==> src/rtl/snoop_pkg.sv <==
// Shared constants for the snooping-bus memory controller: message types, field
// positions within a bus message, CPU ids and the memory reset image.
package snoop_pkg;

    localparam logic [1:0] MSG_DATA  = 2'b00;
    localparam logic [1:0] MSG_WB    = 2'b01;
    localparam logic [1:0] MSG_WMISS = 2'b10;
    localparam logic [1:0] MSG_RMISS = 2'b11;

    localparam int ID_HI   = 9;
    localparam int ID_LO   = 8;
    localparam int TYPE_HI = 7;
    localparam int TYPE_LO = 6;
    localparam int TAG_HI  = 5;
    localparam int TAG_LO  = 3;
    localparam int DATA_HI = 2;
    localparam int DATA_LO = 0;

    localparam logic [1:0] CPU0 = 2'd0;
    localparam logic [1:0] CPU1 = 2'd1;
    localparam logic [1:0] CPU2 = 2'd2;
    localparam logic [1:0] CPU3 = 2'd3;

    localparam int TAG_W   = 3;
    localparam int DATA_W  = 3;
    localparam int ENTRY_W = TAG_W + DATA_W;

    // Power-on contents {tag, data}; the last entry is the invalid location.
    function automatic logic [ENTRY_W-1:0] reset_image(input int idx);
        case (idx)
            1:       return 6'b001_010;
            2:       return 6'b010_001;
            3:       return 6'b011_101;
            4:       return 6'b100_000;
            5:       return 6'b101_111;
            6:       return 6'b110_011;
            default: return 6'b000_000;
        endcase
    endfunction

endpackage

==> src/rtl/snoop_mem_array.sv <==
// Main-memory storage: DEPTH entries of {tag, data}, reloaded on clear, with a
// synchronous data-only write port and a combinational read port.
module snoop_mem_array
    import snoop_pkg::*;
#(
    parameter int DEPTH = 8
) (
    input  logic               clock,
    input  logic               clear,
    input  logic               wr_en,
    input  logic [TAG_W-1:0]   wr_tag,
    input  logic [DATA_W-1:0]  wr_data,
    input  logic [TAG_W-1:0]   rd_tag,
    output logic [ENTRY_W-1:0] rd_entry
);

    logic [ENTRY_W-1:0] mem [DEPTH];

    // The invalid entry is never written so it always holds its reset image.
    always_ff @(posedge clock or posedge clear) begin
        if (clear) begin
            for (int i = 0; i < DEPTH; i++) begin
                mem[i] <= reset_image(i);
            end
        end else if (wr_en && (wr_tag != TAG_W'(DEPTH - 1))) begin
            mem[wr_tag][DATA_W-1:0] <= wr_data;
        end
    end

    assign rd_entry = mem[rd_tag];

endmodule

==> src/rtl/snoop_mem_ctrl.sv <==
// Snooping-bus memory controller: captures a miss, holds a snoop window for
// write-backs, reads the array after the access latency and issues a DATA reply.
module snoop_mem_ctrl
    import snoop_pkg::*;
#(
    parameter int SNOOP_WIN = 3,
    parameter int MEM_LAT   = 2,
    parameter int DEPTH     = 8
) (
    input  logic       clock,
    input  logic       clear,
    input  logic       bus_valid,
    input  logic [9:0] bus,
    output logic       reply_vld,
    output logic [9:0] reply,
    output logic       reply_err,
    output logic       busy,
    output logic       req_drop
);

    localparam int CNT_MAX = (SNOOP_WIN > MEM_LAT) ? SNOOP_WIN : MEM_LAT;
    localparam int CNT_W   = $clog2(CNT_MAX + 1);

    localparam logic [1:0] S_IDLE   = 2'd0;
    localparam logic [1:0] S_SNOOP  = 2'd1;
    localparam logic [1:0] S_ACCESS = 2'd2;
    localparam logic [1:0] S_REPLY  = 2'd3;

    logic [1:0]         state;
    logic [1:0]         state_nxt;
    logic [CNT_W-1:0]   cnt;
    logic [CNT_W-1:0]   cnt_term;
    logic [1:0]         req_id;
    logic [TAG_W-1:0]   req_tag;
    logic               abort;
    logic [ENTRY_W-1:0] rd_entry;

    logic [1:0]        msg_id;
    logic [1:0]        msg_type;
    logic [TAG_W-1:0]  msg_tag;
    logic [DATA_W-1:0] msg_data;
    logic              is_wb;
    logic              is_miss;
    logic              in_window;

    assign msg_id    = bus[ID_HI:ID_LO];
    assign msg_type  = bus[TYPE_HI:TYPE_LO];
    assign msg_tag   = bus[TAG_HI:TAG_LO];
    assign msg_data  = bus[DATA_HI:DATA_LO];
    assign is_wb     = bus_valid && (msg_type == MSG_WB);
    assign is_miss   = bus_valid && ((msg_type == MSG_RMISS) || (msg_type == MSG_WMISS));
    assign in_window = (state == S_SNOOP) || (state == S_ACCESS);
    assign busy      = (state != S_IDLE);

    snoop_mem_array #(.DEPTH(DEPTH)) u_array (
        .clock    (clock),
        .clear    (clear),
        .wr_en    (is_wb),
        .wr_tag   (msg_tag),
        .wr_data  (msg_data),
        .rd_tag   (req_tag),
        .rd_entry (rd_entry)
    );

    always_comb begin
        cnt_term = (state == S_SNOOP) ? CNT_W'(SNOOP_WIN - 1) : CNT_W'(MEM_LAT - 1);
    end

    always_comb begin
        state_nxt = state;
        case (state)
            S_IDLE:   if (is_miss) state_nxt = S_SNOOP;
            S_SNOOP:  if (cnt == cnt_term) state_nxt = S_ACCESS;
            S_ACCESS: if (cnt == cnt_term) state_nxt = S_REPLY;
            default:  state_nxt = S_IDLE;
        endcase
    end

    // The reply is registered on the last ACCESS cycle so it is visible during REPLY.
    always_ff @(posedge clock or posedge clear) begin
        if (clear) begin
            state     <= S_IDLE;
            cnt       <= '0;
            req_id    <= '0;
            req_tag   <= '0;
            abort     <= 1'b0;
            reply_vld <= 1'b0;
            reply_err <= 1'b0;
            reply     <= '0;
            req_drop  <= 1'b0;
        end else begin
            state     <= state_nxt;
            reply_vld <= 1'b0;
            reply_err <= 1'b0;
            req_drop  <= busy && is_miss;

            if (state_nxt != state) begin
                cnt <= '0;
            end else if (cnt != cnt_term) begin
                cnt <= cnt + 1'b1;
            end

            if ((state == S_IDLE) && is_miss) begin
                req_id  <= msg_id;
                req_tag <= msg_tag;
                abort   <= 1'b0;
            end else if (in_window) begin
                abort <= abort | (is_wb && (msg_tag == req_tag));
            end

            if ((state == S_ACCESS) && (cnt == cnt_term)) begin
                reply_vld <= 1'b1;
                if (req_tag == TAG_W'(DEPTH - 1)) begin
                    reply_err <= 1'b1;
                    reply     <= {req_id, MSG_DATA, req_tag, 3'b000};
                end else begin
                    reply     <= {req_id, MSG_DATA, rd_entry};
                end
            end
        end
    end

endmodule

==> config.mk <==
export PLATFORM = sky130hd
export DESIGN_NAME = snoop_mem_ctrl
export DESIGN_NICKNAME = d
export VERILOG_FILES = /design/src/rtl/snoop_pkg.sv /design/src/rtl/snoop_mem_array.sv /design/src/rtl/snoop_mem_ctrl.sv
export SDC_FILE = /design/constraint.sdc
export NUM_CORES = 1
export LEC_CHECK = 0
export ABC_AREA = 1
export CORE_MARGIN = 5
export CORE_UTILIZATION = 54
export CTS_CLUSTER_SIZE = 30
export DETAILED_ROUTE_END_ITERATION = 8
export MAX_ROUTING_LAYER = met4
export PLACE_DENSITY = 0.79
export SETUP_SLACK_MARGIN = 0.1
export SYNTH_ARGS = -nofsm -noshare
export SYNTH_HDL_FRONTEND = slang
export SYNTH_SLANG_ARGS = --single-unit
==> constraint.sdc <==
create_clock -name clock -period 1.85 [get_ports clock]
set_input_delay 0.4625 -clock clock [delete_from_list [all_inputs] [get_ports clock]]
set_output_delay 0.4625 -clock clock [all_outputs]
set_load 0.05 [all_outputs]
==> results of run 1 <==
## synth_stat cells (3+ instances only)
cell,n
a21oi_1,11
buf_2,3
buf_4,3
dfrtp_1,34
dfstp_2,9
inv_1,28
inv_2,3
nand2_1,71
nand3_1,10
nor2_1,22
o21ai_0,21
## metal layers
metal	up-vias	GRT usage (%)	part of all wire [%]
met5	-	-	0
met2	40	25.5	46
met3	6	3.88	6.2
met4	0	5.96	1.4
met1	698	23.7	47
li1	790	-	-
## sequential cells by signal, indices dropped and copies added, names as in the netlist
name and cells:
u_array.mem 23, reply 8, req_tag 3, cnt 2
req_id 2, state 2, reply_err 1, reply_vld 1
req_drop 1
## worst paths after layout
| path | from | to | slack [ps] | depth (start not counted) |
|---|---|---|---|---|
| min in group asynchronous | clear | reply[8] | 520 | 3 |
| hold / removal | u_array.mem[2] | u_array.mem[2] | 390 | 0 |
| max in group asynchronous | clear | u_array.mem[12] | 1060 | 3 |
| setup reg to reg | req_tag[0] | reply[0] | 400 | 9 |
| hold reg to reg | u_array.mem[2] | u_array.mem[2] | 390 | 0 |
| setup / recovery | state[1] | busy | 260 | 3 |
## report_power, final
group          internal [mW]  total (mW)  switching (mW)
combinational          0.442        1.32           0.880
clock                  0.406       0.737           0.331
sequential              1.25        1.46           0.210
total                   2.10        3.52            1.42
## cell families (layout without fill, tap and decap cells)
group | after synthesis | after routing | synth area share, %
compound gates | 36 | 36 | 9.47
mux | 1 | 1 | 0.572
simple gates | 115 | 115 | 25.2
fa+ha+maj | 1 | 1 | 0.509
flops | 43 | 43 | 55.2
other cells | 1 | 2 | 0.191
buf+inv | 40 | 68 | 8.77
## worst max-delay path: stages, from the launching register on
cell and delay, ps:
dfrtp_1 400, nor2_1 170, inv_1 60, buf_4 190
## layout make-up
type / count / area [um2] / area share (%)
clock inverter: 3 / 46.3 / 1.97
timing repair buffer: 29 / 260 / 11.1
sequential: 43 / 1090 / 46.2
multi-input combinational: 155 / 712 / 30.3
clock buffer: 5 / 68.8 / 2.93
inverter: 31 / 116 / 4.95
tap: 48 / 60.1 / 2.55
==> results.ini, run 1 <==
[layout]
design_area_um2=2350
n_antenna_cell=0
final_cell_mix=71 x nand2_1, 34 x dfrtp_1, 28 x inv_1
num-fill-cells=313
area_growth_pct=19.5
utilization_pct=65.2
num-nets-final=278
layout_commonest_cell=nand2_1
drive_gt1_share_pct=18.0
layoutNonFillerInstCount=314

[synth]
avgSynthCellArea_um2=8.30
synth_edf_count=0
synth_seq_area_share_pct=55.2
syn_inst=237
yosys_warnings=0
syn_area_um2=1970
synth_top_area_share_pct=43.2
ys_seq_elements=43
synthTopCellsByArea=dfrtp_1 43%, nand2_1 14%, dfstp_2 12%, inv_1 5.3%, o21ai_0 5.3%
synth-main-ff-cell=dfrtp_1
ys_types=27
async_reset_ff_share_pct=100
yosysTopAreaCell=dfrtp_1

[worst_setup_path]
cp_max_fo=3
cp-start-kind=register
cp-end-kind=primary output
crit_type=register to primary output
required_ps=1390
arrival_ps=1120

[cts]
cts_setup_buffers=0
cts_tree=built
cts-hold-fix-buffers=0
clock_path_buffers=2
root_buffer=clkbuf_8
clk_pin_slew_worst_paths_ps=90
h-tree-depth=2
ctsResizeCount=0
clk_latency_ps=300
numCtsBuffers=5
clock-sinks=43

[timing]
setup_slack_ps=265
fin_skew_ps=11.6
grt_setup_unrepaired=false
setup_tns_ps=0
min_period_ps=1590
holdWs_ps=385
max_freq_mhz=631
hold_viol_final=0
drv_slew=0
finalSetupViolCount=0
fin_crit_sh_pct=85.7

[placement]
pre_cts_slack_ps=80.0
placed_cells=306
place_hpwl_um=2810
place.gp.congestion=0.838
port_buffers=24
placed_cell_area_um2=2240

[floorplan]
start_util_pct=54.6
fp.dieW_um=70.4
ios=27
coreArea_um2=3610
rows=22
die_h_um=70.4
die_area_um2=4950

[route]
drc_errors=0
antenna_left=0
vias=1534
first_pass_iters=4
detail_route.vias_per_cell=4.89
wl_um=3840
drt_iter0_drc=83
avgRoutedWirePerCell_um=12.2

[grt]
grt_pass1_vias=1389
gr-total-overflow=0
gr-usage-all-layers_pct=17.3
antenna_found_initial=0
grt_max_degree=44
grt_pass1_wl_um=6590

[power]
power.density_nw_per_um2=1500
total_power_mw=3.52
vdd_ir_drop_max_mv=0.909
p_leak_nw=1.17

[min_path]
hp-class=register to register

[run]
drv_cap=0

[status]
status=finished, final reports clean

No activity file was read; power rests on OpenSTA's default activity.
==> run 2, diff against run 1 <==
--- a/config.mk
+++ b/config.mk
@@ -7,12 +7,11 @@
 export LEC_CHECK = 0
 export ABC_AREA = 1
 export CORE_MARGIN = 5
-export CORE_UTILIZATION = 54
+export CORE_UTILIZATION = 38
 export CTS_CLUSTER_SIZE = 30
 export DETAILED_ROUTE_END_ITERATION = 8
 export MAX_ROUTING_LAYER = met4
-export PLACE_DENSITY = 0.79
-export SETUP_SLACK_MARGIN = 0.1
+export SETUP_SLACK_MARGIN = 0.15
 export SYNTH_ARGS = -nofsm -noshare
 export SYNTH_HDL_FRONTEND = slang
 export SYNTH_SLANG_ARGS = --single-unit
==> run 2 against run 1 <==
Compared with the run above: die area grew 36%; critical endpoint unchanged; sequential power shrank 3%; clock power shrank 22%; total power shrank 4.5%; non-clock buffer count grew 2; largest power group unchanged; sequential share of layout area shrank 0.17 points; first-iteration DRC count grew 35%; cell count grew 7.6%.
==> results.ini, run 2 (synthesized netlist as in run 1, its figures left out) <==
[status]
status=finished, final reports clean

[timing]
hold_viol_final=0
fin_crit_sh_pct=83.9
max_freq_mhz=645
setup_tns_ps=0
drv_slew=0
holdWs_ps=388
fin_skew_ps=6.85
finalSetupViolCount=0
min_period_ps=1550
grt_setup_unrepaired=false

[layout]
area_growth_pct=19.9
final_cell_mix=71 x nand2_1, 34 x dfrtp_1, 28 x inv_1
regMostFlops=u_array.mem
top_regs=u_array.mem x23, reply x8, req_tag x3
n_antenna_cell=0
num-nets-final=280
layout_commonest_cell=nand2_1
largest_register_ffs=23
drive_gt1_share_pct=17.9
layoutNonFillerInstCount=338

[placement]
place_hpwl_um=2960
place.gp.congestion=0.778
placed_cells=330
port_buffers=24

[min_path]
hp-class=register to register

[floorplan]
fp.dieW_um=82.0
die_area_um2=6720
coreArea_um2=5070
rows=26
die_h_um=82.0
start_util_pct=38.8
ios=27

[cts]
clock-sinks=43
clock_path_buffers=2
root_buffer=clkbuf_8
cts-hold-fix-buffers=0
cts_setup_buffers=0
clk_latency_ps=290
cts_tree=built
h-tree-depth=2
clk_pin_slew_worst_paths_ps=80
ctsResizeCount=0
numCtsBuffers=5

[power]
power.density_nw_per_um2=1420
vdd_ir_drop_max_mv=0.642
p_leak_nw=1.17
total_power_mw=3.36

[grt]
antenna_found_initial=0
grt_pass1_vias=1502
gr-total-overflow=0
grt_pass1_wl_um=7090
grt_max_degree=44
gr-usage-all-layers_pct=14.3

[worst_setup_path]
cp_max_fo=3
required_ps=1390
cp-start-kind=register
arrival_ps=1090
cp-end-kind=primary output
crit_type=register to primary output
regToRegSetupSlack_ps=640

[route]
avgRoutedWirePerCell_um=11.8
first_pass_iters=4
wl_um=3970
drt_iter0_drc=112
drc_errors=0
antenna_left=0
vias=1531
detail_route.vias_per_cell=4.53

[run]
drv_cap=0

[run 2: changes by cell type in the layout (fill, tap and decap cells not counted), sizes merged]
cell,change
buf,+2
clkbuf,+2
bufinv,-1
clkinv,+1
clkinvlp,-1
inv,-1
[run 2: power breakdown]
part           switching (mW)  total, mW  internal (mW)  leakage (nW)
registers               0.167       1.42           1.25         0.512
clock network           0.313      0.578          0.265        0.0422
logic                   0.911       1.37          0.455         0.613
total                    1.39       3.36           1.97          1.17
[run 2: layout make-up]
class / count / area (um2)
fillers: 529 / 2720
flip-flops and latches: 43 / 1090
multi-input cells: 155 / 712
repair buffers: 31 / 275
inverters: 31 / 116
well taps: 70 / 87.6
clock buffers: 7 / 76.3
clock inverters: 1 / 5.00
[run 2: worst max-delay path: stages, from the launching register on]
cell,delay (ps)
dfrtp_1,390
nor2_1,170
inv_1,60
buf_4,180
[run 2: through the flow]
stage | utilization (%) | cell area, um2 | setup slack (ps)
floorplan | - | 1970 | 400
global placement | 44.9 | 2280 | 94.9
detailed placement | 44.9 | 2280 | 99.2
CTS | 46.5 | 2360 | 280
global route | 46.5 | 2360 | 205
finish | 46.5 | 2360 | 299
[run 2: worst paths after layout]
path,startpoint,to,depth (start not counted)
setup / recovery,state[1],busy,3
hold / removal,u_array.mem[2],u_array.mem[2],0
setup reg to reg,cnt[0],cnt[1],6
hold reg to reg,u_array.mem[2],u_array.mem[2],0
max in group asynchronous,clear,u_array.mem[24],3
min in group asynchronous,clear,reply[8],3
[run 2: routing by layer]
layer | GRT usage, % | share of wire, % | wire length (um) | vias up
li1 | - | - | - | 791
met4 | 4.49 | 1.7 | 69 | 0
met3 | 2.96 | 3.6 | 145 | 6
met1 | 19.4 | 51 | 2010 | 709
met5 | - | 0 | 0 | -
met2 | 21.2 | 44 | 1740 | 25
==> run 3, diff against run 2 <==
==> constraint.sdc (replaced) <==
create_clock -name clock -period 1.5 [get_ports clock]
set_input_delay 0.375 -clock clock [delete_from_list [all_inputs] [get_ports clock]]
set_output_delay 0.375 -clock clock [all_outputs]
set_load 0.05 [all_outputs]
==> run 3 against run 2 <==
Compared with the run above: sequential share of layout area decreased by 5.1 points; clock power is 26% higher; non-clock buffer count up 13; routed wire length is 7.3% higher; via count increased by 3.8%; critical path type unchanged.
==> results.ini, run 3 (synthesized netlist as in run 1, its figures left out) <==
[status]
status=finished, final reports clean

[timing]
grt_setup_unrepaired=true
holdWs_ps=386
finalSetupViolCount=0
min_period_ps=1400
fin_crit_sh_pct=93.1
hold_viol_final=0
max_freq_mhz=716
fin_skew_ps=7.53
drv_slew=0
setup_slack_ps=104

[floorplan]
fp.dieW_um=82.0
ios=27
die_area_um2=6720
rows=26
start_util_pct=38.8
coreArea_um2=5070
die_h_um=82.0

[route]
drt_iter0_drc=97
antenna_left=0
drc_errors=0
avgRoutedWirePerCell_um=12.1
first_pass_iters=4
wl_um=4260
detail_route.vias_per_cell=4.53
vias=1589

[layout]
design_area_um2=2660
regMostFlops=u_array.mem
utilization_pct=52.4
layout_commonest_cell=nand2_1
area_growth_pct=35.0
final_cell_mix=69 x nand2_1, 33 x dfrtp_1, 26 x inv_1
drive_gt1_share_pct=26.0
top_regs=u_array.mem x23, reply x8, req_tag x3
num-fill-cells=485
n_antenna_cell=0
largest_register_ffs=23
num-nets-final=293

[grt]
antenna_found_initial=0
grt_pass1_wl_um=7440
gr-usage-all-layers_pct=14.8
gr-total-overflow=0
grt_pass1_vias=1587
grt_max_degree=44

[worst_setup_path]
cp-start-kind=register
required_ps=1120
r2r_end=reply[2]
arrival_ps=1020
cp-end-kind=primary output
cp_max_fo=2
rr_worst_depth=8
r2r_start=state[1]
regToRegSetupSlack_ps=230
crit_type=register to primary output

[power]
power.density_nw_per_um2=1770
seqPwrFrac_pct=38.3
vdd_ir_drop_max_mv=0.871
combPwrFrac_pct=46.3
switchingPower_mw=1.88
internal-power_mw=2.82
total_power_mw=4.70
swShare_pct=40.0
p_leak_nw=1.32
clock_power_share_pct=15.5

[placement]
port_buffers=24
place_hpwl_um=3090
place.gp.congestion=0.767
pre_cts_slack_ps=-168
placed_cell_area_um2=2490

[cts]
clock-sinks=43
numCtsBuffers=5
clock_path_buffers=2
cts_tree=built
clk_pin_slew_worst_paths_ps=80
h-tree-depth=2
cts-hold-fix-buffers=0
clk_latency_ps=300
root_buffer=clkbuf_8

[min_path]
min-delay-start=bus[7]
min_to=req_drop
holdPathStages=3
hp-class=input pin to register

[run]
drv_cap=0

## run 3: cell count changes in the layout (fill, tap and decap cells not counted), moves of 2 or more
cell / change
buf_12: +11
buf_6: +2
clkbuf_1: -2
clkdlybuf4s50_1: -4
clkinv_2: +2
dlymetal6s2s_1: +3
inv_1: -2
inv_2: -3
inv_4: +4
nand2_1: -2
nand2_4: +2
nor2_1: -3
nor2_2: +3
## run 3: worst max-delay path, cell delays in order (launching register included)
cell	delay (ps)
dfrtp_1	390
nor2_2	130
inv_1	60
buf_6	150
## run 3: per-layer routing
layer / part of all wire (%) / track usage, % / routed length (um)
met5: 0 / - / 0
met4: 0.77 / 4.32 / 33
met3: 3.4 / 3.18 / 145
met2: 46 / 22.2 / 1960
met1: 50 / 20.2 / 2130
## run 3: area by class of cell
cell class / instances / area (um2) / share of cell area (%)
Sequential cell: 43 / 1090 / 41.0
Inverter: 31 / 130 / 4.90
Clock inverter: 3 / 15.0 / 0.565
Tap cell: 70 / 87.6 / 3.30
Clock buffer: 5 / 68.8 / 2.59
Timing Repair Buffer: 44 / 524 / 19.7
Multi-Input combinational cell: 155 / 743 / 28.0
## run 3: worst max-delay path by stage
stage	start	cells after the start	end
2_1_floorplan	state[1]	2	busy
3_3_place_gp	bus[6]	8	u_array.mem[8]
3_5_place_dp	bus[6]	8	u_array.mem[8]
4_1_cts	state[0]	3	busy
5_1_grt	state[1]	3	busy
6_report	state[1]	3	busy
## run 3: stage by stage
step / std cells / TNS [ps]
after floorplan: 238 / 0
after global placement: 339 / -1960
after detailed placement: 339 / -2730
after CTS: 351 / 0
after global routing: 351 / 0
final: 351 / 0
## run 3: repair_timing
item                       in CTS  in global routing
resized for setup               4                 18
buffers inserted                4                  0
pin swaps                       5                  6
setup endpoints to repair       3                 31
## run 3: power groups by stage
| stage | Combinational [mW] | Sequential [mW] | Clock (mW) |
|---|---|---|---|
| after floorplan | 0.942 | 2.07 | 0 |
| after global placement | 2.01 | 1.81 | 0 |
| after detailed placement | 2.03 | 1.82 | 0 |
| after CTS | 2.15 | 1.80 | 0.736 |
| after global routing | 2.40 | 1.85 | 0.795 |
| final | 2.18 | 1.80 | 0.727 |
